### src/rtl/llk_pkg.sv
// rtl/llk_pkg.sv - shared constants and FSM encoding for the card-match game
package llk_pkg;

    localparam int N_CARDS = 36;
    localparam int IDX_W   = 6;
    localparam int TYPE_W  = 4;

    typedef enum logic [2:0] {
        ST_IDLE   = 3'd0,
        ST_ONE    = 3'd1,
        ST_HOLD   = 3'd2,
        ST_RESULT = 3'd3,
        ST_DONE   = 3'd4
    } state_t;

endpackage

### src/rtl/onehot_enc.sv
// rtl/onehot_enc.sv - one-hot to binary index, valid only when exactly one bit is set
module onehot_enc #(
    parameter int N = llk_pkg::N_CARDS,
    parameter int W = llk_pkg::IDX_W
) (
    input  logic [N-1:0] onehot,
    output logic [W-1:0] idx,
    output logic         valid
);

    logic seen;
    logic multi;

    always_comb begin
        idx   = '0;
        seen  = 1'b0;
        multi = 1'b0;
        for (int i = 0; i < N; i++) begin
            if (onehot[i]) begin
                multi = multi | seen;
                seen  = 1'b1;
                idx   = idx | W'(i);
            end
        end
        valid = seen & ~multi;
    end

endmodule

### src/rtl/match_ctrl.sv
// rtl/match_ctrl.sv - pick/hold/compare sequencer with pair score; MATCH_CTRL_TIMEOUT_EN adds a first-pick timeout
module match_ctrl #(
    parameter int N_CARDS        = llk_pkg::N_CARDS,
    parameter int TYPE_W         = llk_pkg::TYPE_W,
    parameter int HOLD_CYCLES    = 25000000,
    parameter int TIMEOUT_CYCLES = 250000000
) (
    input  logic                        clk,
    input  logic                        rst,
    input  logic                        s,
    input  logic [N_CARDS-1:0]          cur_bus,
    input  logic [N_CARDS-1:0]          hidden_bus,
    input  logic [N_CARDS*TYPE_W-1:0]   type_bus,
    output logic                        ms,
    output logic                        mf,
    output logic [llk_pkg::IDX_W-1:0]   first_idx,
    output logic                        first_vld,
    output logic                        busy,
    output logic [4:0]                  pair_count,
    output logic                        done
);

    import llk_pkg::*;

    localparam int         HOLD_W = $clog2(HOLD_CYCLES + 1);
    localparam logic [4:0] PAIRS  = 5'(N_CARDS / 2);

    if ((N_CARDS % 2) != 0 || HOLD_CYCLES < 1 || TIMEOUT_CYCLES < 1) begin : g_param_check
        $error("match_ctrl: illegal parameter value");
    end

    state_t              state;
    logic                s_q;
    logic [IDX_W-1:0]    idx2;
    logic [HOLD_W-1:0]   hold_cnt;
    logic [IDX_W-1:0]    enc_idx;
    logic                enc_valid;
    logic                s_edge;
    logic                pick;
    logic [TYPE_W-1:0]   type1;
    logic [TYPE_W-1:0]   type2;

`ifdef MATCH_CTRL_TIMEOUT_EN
    localparam int TO_W = $clog2(TIMEOUT_CYCLES + 1);
    logic [TO_W-1:0] to_cnt;
`endif

    onehot_enc #(.N(N_CARDS), .W(IDX_W)) u_enc (
        .onehot (cur_bus),
        .idx    (enc_idx),
        .valid  (enc_valid)
    );

    assign s_edge = s & ~s_q;
    assign pick   = s_edge & enc_valid & ~hidden_bus[enc_idx];
    assign type1  = type_bus[first_idx*TYPE_W +: TYPE_W];
    assign type2  = type_bus[idx2*TYPE_W +: TYPE_W];

    // Verdict is registered on the HOLD->RESULT edge so the pulse occupies the RESULT cycle.
    always_ff @(posedge clk or negedge rst) begin
        if (!rst) begin
            state      <= ST_IDLE;
            s_q        <= 1'b0;
            idx2       <= '0;
            hold_cnt   <= '0;
            ms         <= 1'b0;
            mf         <= 1'b0;
            first_idx  <= '0;
            first_vld  <= 1'b0;
            busy       <= 1'b0;
            pair_count <= '0;
            done       <= 1'b0;
`ifdef MATCH_CTRL_TIMEOUT_EN
            to_cnt     <= '0;
`endif
        end else begin
            s_q <= s;
            ms  <= 1'b0;
            mf  <= 1'b0;
            case (state)
                ST_IDLE: begin
                    if (pick) begin
                        first_idx <= enc_idx;
                        first_vld <= 1'b1;
                        state     <= ST_ONE;
`ifdef MATCH_CTRL_TIMEOUT_EN
                        to_cnt    <= TO_W'(TIMEOUT_CYCLES - 1);
`endif
                    end
                end
                ST_ONE: begin
                    if (pick) begin
                        if (enc_idx == first_idx) begin
                            mf        <= 1'b1;
                            first_vld <= 1'b0;
                            state     <= ST_IDLE;
                        end else begin
                            idx2     <= enc_idx;
                            hold_cnt <= HOLD_W'(HOLD_CYCLES - 1);
                            busy     <= 1'b1;
                            state    <= ST_HOLD;
                        end
                    end
`ifdef MATCH_CTRL_TIMEOUT_EN
                    else if (to_cnt == '0) begin
                        mf        <= 1'b1;
                        first_vld <= 1'b0;
                        state     <= ST_IDLE;
                    end else begin
                        to_cnt <= to_cnt - 1'b1;
                    end
`endif
                end
                ST_HOLD: begin
                    if (hold_cnt == '0) begin
                        state <= ST_RESULT;
                        if (type1 == type2) begin
                            ms <= 1'b1;
                            if (pair_count != PAIRS) begin
                                pair_count <= pair_count + 5'd1;
                            end
                        end else begin
                            mf <= 1'b1;
                        end
                    end else begin
                        hold_cnt <= hold_cnt - 1'b1;
                    end
                end
                ST_RESULT: begin
                    busy      <= 1'b0;
                    first_vld <= 1'b0;
                    if (pair_count == PAIRS) begin
                        done  <= 1'b1;
                        state <= ST_DONE;
                    end else begin
                        state <= ST_IDLE;
                    end
                end
                ST_DONE: begin
                    done <= 1'b1;
                end
                default: state <= ST_IDLE;
            endcase
        end
    end

endmodule

### config.mk
export PLATFORM = sky130hd
export DESIGN_NAME = match_ctrl
export DESIGN_NICKNAME = d
export VERILOG_FILES = /design/src/rtl/llk_pkg.sv /design/src/rtl/onehot_enc.sv /design/src/rtl/match_ctrl.sv
export SDC_FILE = /design/constraint.sdc
export NUM_CORES = 1
export LEC_CHECK = 0
export CORE_MARGIN = 5
export CORE_UTILIZATION = 30
export CTS_BUF_LIST = sky130_fd_sc_hd__clkbuf_8
export DETAILED_ROUTE_END_ITERATION = 10
export GPL_TIMING_DRIVEN = 0
export SLEW_MARGIN = 20
export SYNTH_ARGS = -nofsm -noshare
export SYNTH_HDL_FRONTEND = slang
export SYNTH_HIERARCHICAL = 1
export SYNTH_SLANG_ARGS = --single-unit
### constraint.sdc
create_clock -name clk -period 4 [get_ports clk]
set_input_delay 1.2 -clock clk [delete_from_list [all_inputs] [get_ports clk]]
set_output_delay 1.2 -clock clk [all_outputs]
set_load 0.02 [all_outputs]
==> reports/summary.txt, run 1 <==
Sequential fraction of the synthesis area - 0.217
Worst setup margin - -0.392 ns
Avg Inst Size Synth - 10.3 um2
Avg WL per Cell - 22.7 um
Status - complete, but fails checks
CTS max path bufs - 2
CP max FO - 8
Largest area contributor in the netlist - mux4_2
Max Cap Viol - 0
Num CTS Buffers - 5
I/O pin cnt - 235
Critical Path RT - 4.20 ns
Share of the synthesized area in the top cell type - 0.265
Most frequent cells in the layout - clkdlybuf4s50_1, mux4_2, buf_4, dfrtp_1, nand2_1
Setup crit start kind - input pin
Synth Net Count - 795
Pin count of the biggest net entering global routing - 52
Distinct cells, synth - 78
Hold WS - 0.472 ns
Pre-CTS setup slack - -1.60 ns
Final ANT Viol Nets - 0
Via total after detailed routing - 6,348
Final-stage net count - 1,092
Worst Skew - 0.0115 ns
H-tree Lvls - 2
Failing checks - setup timing
Setup violators final - 39
Initial core utilization - 0.303
FP Rows - 51
All-Layer GR Usage - 0.217
Yosys reg bits - 51
CP arrival - 4.59 ns
Lkg Pwr - 3.41 nW
Post-synth EDFFs - 0
Port Buffers - 234
Worst relative slew slack - 0.460
First-pass DRT Iterations - 5
CTS Sinks - 51
Final Non-Filler Cells - 1,136
Hold-fix buffers, CTS - 0
DR DRC count - 0
Period utilization - 1.10
Synth Flop Type - dfrtp_1
Layout cells sized above 1 - 0.311
Tightest Pin Transition - 0.802 ns
Routability cong. - 0.919
Min-Delay Path Class - register to register
Peak supply drop - 0.000138 V
Cells taking the most area after synthesis - mux4_2, dfrtp_1, mux2i_1, xor2_1, nand2_1
Tmin final - 4.39 ns
Most common cell after layout, fill and taps aside - clkdlybuf4s50_1
Post-route cell area - 9430 um2
Root Driver - clkbuf_8
Max Clock Freq - 228 MHz
Placed insts - 1,071
Post-Syn Area - 5870 um2
Die Wd - 150 um
Dpl cell area - 8590 um2
DRT iter0 DRCs - 415
Post-DP HPWL - 19.6 mm
Pins Over Slew Limit - 0
Pwr Density - 133 nW/um2
Overflow after GRT - 0
Number of global-route vias before repair - 6,589
WL final - 25.7 mm
Die Y-Extent - 150 um
Final hold vios - 0
Initial antenna violation count - 1
CTS tree - done
First-pass GRT wire length - 37.6 mm
Vias per Instance - 5.59
Clk_lat worst skew - 0.31 ns
CP Capture Type - register
Cells after Synth - 572
Unrepaired setup endpoints after global routing - yes
CP Class - input pin to register
Synthesis-to-finish area growth - 60.6%
Async SR Flop Fraction - 1.00
Total core area - 19,400 um2
Die area - 22,500 um2
Clk pin slew, worst setup/hold paths - 0.09 ns
Yosys warns - 6
==> state kept, by name (all words and copies together) (netlist names) <==
signal	count
mf	1
ms	1
idx2	6
first_vld	1
state	3
hold_cnt	25
s_q	1
busy	1
first_idx	6
done	1
pair_count	5
==> synth_stat cells, types with 4 or more instances <==
cell type	number
mux2_2	13
xor2_1	22
nand2_1	46
a22oi_1	4
o211ai_1	6
xnor2_1	6
dfrtp_1	51
a221oi_1	6
nand4_1	11
nand3_1	30
nor3_1	20
nor2_1	36
inv_1	15
or4_1	7
o21ai_0	14
buf_6	4
o32ai_1	7
mux2i_1	33
ha_1	4
buf_4	8
clkbuf_1	12
mux4_2	69
nor4_1	11
nand2b_1	4
nand3b_1	6
or2_2	5
o221ai_1	7
a21oi_1	18
buf_2	12
nor2b_1	8
==> final timing paths <==
| check | start | to | slack (ns) | cells after the start |
|---|---|---|---|---|
| hold reg to reg | done | done | 0.47 | 1 |
| hold / removal | done | done | 0.47 | 1 |
| min in group asynchronous | rst | hold_cnt[8] | 0.92 | 1 |
| max in group asynchronous | rst | hold_cnt[22] | 2.64 | 1 |
| setup reg to reg | first_idx[3] | pair_count[1] | 0.52 | 10 |
| setup / recovery | cur_bus[23] | hold_cnt[19] | -0.39 | 15 |
==> through the flow <==
stage                     total power, mW  TNS, ns  utilization
after floorplan                     0.644    -6.25            -
after global placement              0.936   -56.40        0.443
after detailed placement            0.938   -56.70        0.443
after CTS                            1.26   -10.04        0.477
after global routing                 1.31   -13.96        0.486
final                                1.26    -9.75        0.486
==> what timing repair did <==
| item | in CTS | in global routing |
|---|---|---|
| buffers inserted | 37 | 16 |
| pin swaps | 28 | 26 |
| endpoints found under the setup margin | 42 | 43 |
| cloned | 4 | 0 |
| resized for setup | 162 | 62 |
==> cells by family (layout without fill, tap and decap cells) <==
| family | after synthesis | after routing | synth area share |
|---|---|---|---|
| simple gates | 216 | 216 | 0.207 |
| mux | 115 | 115 | 0.346 |
| compound gates | 102 | 102 | 0.130 |
| buf+inv | 55 | 353 | 0.0479 |
| flops | 51 | 51 | 0.217 |
| xor+xnor | 28 | 28 | 0.0418 |
| fa+ha+maj | 5 | 5 | 0.0102 |
| other cells | 0 | 1 | 0 |
==> power breakdown <==
part	leakage (nW)	total, mW	switching [mW]	internal, mW
Combinational	2.75	0.426	0.153	0.273
Clock	0.0402	0.307	0.185	0.122
Sequential	0.614	0.522	0.00385	0.518
Total	3.41	1.26	0.342	0.913
==> final cells by class <==
cell class / count / area [um2]
Buffer: 39 / 292
Sequential cell: 51 / 1280
Antenna cell: 1 / 2.50
Multi-Input combinational cell: 466 / 4660
Clock inverter: 3 / 20.0
Timing Repair Buffer: 290 / 2710
Inverter: 16 / 60.1
Tap cell: 265 / 332
Fill cell: 1834 / 9970
Clock buffer: 5 / 68.8
==> layer usage <==
layer  GRT usage  routed length, um  vias to the layer above
li1            -                  -                     2902
met1       0.259               9750                     3108
met2       0.400              13100                      296
met3      0.0433               2290                       42
met4      0.0531                641                        0
met5           0                  0                        -
==> worst max-delay path: stages <==
cell	delay (ns)
clkdlybuf4s15_1	0.28
or4_4	0.48
nor2_4	0.13
nand4_1	0.15
buf_6	0.20
mux4_2	0.33
mux4_2	0.53
mux2i_4	0.18
o211a_1	0.18
a32o_2	0.28
buf_6	0.13
buf_6	0.12
nand4_1	0.12
xor2_1	0.20
nand2_1	0.07
Power figures use the tool's default switching activity.
==> inputs of run 2 (changes only) <==
Settings changed: GPL_TIMING_DRIVEN 0 to unset.
Clock period 4 ns to 5.05 ns, I/O delays scaled along.
==> reports/summary.txt, run 2 (synthesis gave the netlist of run 1 again) <==
Largest stage delay, worst path - 0.54 ns
I/O pin cnt - 235
Die area - 22,500 um2
Num CTS Buffers - 5
Most frequent cells in the layout - clkdlybuf4s50_1, buf_4, mux4_2, dfrtp_1, nand2_1
Final hold vios - 0
Clk_lat worst skew - 0.31 ns
Clk pin slew, worst setup/hold paths - 0.09 ns
Avg WL per Cell - 21.3 um
CTS max path bufs - 2
Die Y-Extent - 150 um
All-Layer GR Usage - 0.204
First-pass GRT wire length - 35.7 mm
Tightest Pin Transition - 0.942 ns
Pwr Density - 111 nW/um2
Overflow after GRT - 0
CTS tree - done
CTS Sinks - 51
Sequential power share - 0.412
Cell Chain, Critical Path - clkdlybuf4s50_1 -> or4_4 -> nor3_2 -> nand3_1 -> buf_4 -> mux4_2 -> mux4_2 -> mux2i_4 -> o211a_1 -> a32o_2 -> buf_6 -> and2_1 -> nand3_1 -> o21a_1
CP max FO - 8
Final-stage net count - 1,069
Number of global-route vias before repair - 6,311
Switching part of the total - 0.261
Total core area - 19,400 um2
Peak supply drop - 0.0000988 V
Reg with most FFs - hold_cnt
Synthesis-to-finish area growth - 53.8%
Tmin final - 4.83 ns
Most common cell after layout, fill and taps aside - clkdlybuf4s50_1
Antenna diode count - 0
Lkg Pwr - 3.20 nW
Pin count of the biggest net entering global routing - 52
WL final - 23.7 mm
CP Class - input pin to register
Die Wd - 150 um
Pins Over Slew Limit - 0
Int Pwr - 0.741 mW
Largest register FFs - 25
Initial antenna violation count - 1
Unrepaired setup endpoints after global routing - no
Layout cells sized above 1 - 0.238
R2R setup slack - 1.33 ns
Critical-path top delay cell - or4_4
CP Capture Type - register
Post-route cell area - 9030 um2
CP arrival - 5.04 ns
FP Rows - 51
H-tree Lvls - 2
Vias per Instance - 5.46
Placed insts - 1,102
Critical path's top delay family - multiplexers
Final ANT Viol Nets - 0
DRT iter0 DRCs - 292
Power share of the combinational group - 0.347
Clock share of power - 0.241
Max Cap Viol - 0
First-pass DRT Iterations - 5
Max Clock Freq - 207 MHz
Final Power - 1.00 mW
Dpl cell area - 8860 um2
Post-DP HPWL - 19.2 mm
Final Non-Filler Cells - 1,112
Status - finished clean
Period utilization - 0.957
Worst relative slew slack - 0.372
Routability cong. - 0.825
Initial core utilization - 0.303
Min-Delay Path Class - register to register
Critical Path RT - 5.26 ns
Setup violators final - 0
WP buf/inv - 3
Port Buffers - 234
Setup crit start kind - input pin
Top flop regs - hold_cnt (25), first_idx (6), idx2 (6)
Hold-fix buffers, CTS - 0
Switch Pwr - 0.262 mW
Via total after detailed routing - 6,076
DR DRC count - 0
Root Driver - clkbuf_8
Final core occ - 0.466
Worst Skew - 0.00763 ns
## run 2: changes by cell type in the layout (fill, tap and decap cells not counted), moves of 6 or more
cell / before / now
clkbuf_1: 9 / 0
clkbuf_2: 12 / 0
clkdlybuf4s50_1: 199 / 232
buf_2: 21 / 1
o21ai_0: 8 / 14
buf_4: 53 / 70
buf_6: 19 / 1
## run 2: per-stage QoR
stage | hold WS (ns) | TNS, ns | setup WS (ns)
final | 0.479 | 0 | 0.218
after floorplan | 0.483 | 0 | 0.279
after CTS | 0.484 | 0 | 0.0216
after detailed placement | 0.461 | -8.06 | -0.325
after global routing | 0.516 | 0 | 0.00813
after global placement | 0.459 | -7.25 | -0.319
## run 2: final timing paths
check / endpoint / start / cells past startpoint
setup / recovery: hold_cnt[0] / cur_bus[29] / 14
hold / removal: done / done / 1
setup reg to reg: pair_count[1] / first_idx[1] / 8
hold reg to reg: done / done / 1
max in group asynchronous: first_idx[1] / rst / 2
min in group asynchronous: hold_cnt[2] / rst / 2
## run 2: power by group through the flow
stage               clock [mW]  combinational [mW]  sequential [mW]
floorplan                    0              0.0855            0.424
global placement             0               0.343            0.422
detailed placement           0               0.345            0.422
CTS                      0.253               0.347            0.413
global route             0.265               0.371            0.414
finish                   0.241               0.348            0.413
## run 2: cell type report
cell class	count	area, um2
clock buffers	5	68.8
clock inverters	3	20.0
fillers	1866	10400
inverters	16	60.1
multi-input cells	466	4370
flip-flops and latches	51	1280
well taps	265	332
repair buffers	306	2900
## run 2: worst register-to-register path, cell delays in order, from the launching register on
cell	delay, ns
dfrtp_2	0.99
mux4_2	0.64
mux2_2	0.30
a221oi_1	0.25
o32ai_1	0.14
xnor2_1	0.28
nand4b_1	0.37
nor4_2	0.46
mux2i_1	0.22
## run 2: what timing repair did
item / CTS / global route
gates resized for setup: 0 / 14
endpoints found under the hold margin: 0 / 0
setup endpoints to repair: 0 / 38
buffers inserted: 0 / 2
## run 2: per-layer routing
| metal | vias to the layer above | global-route usage | wire (um) |
|---|---|---|---|
| met5 | - | 0 | 11 |
| met4 | 2 | 0.0494 | 584 |
| met3 | 35 | 0.0475 | 1930 |
| met2 | 238 | 0.361 | 11800 |
| met1 | 2938 | 0.249 | 9350 |
| li1 | 2863 | - | - |
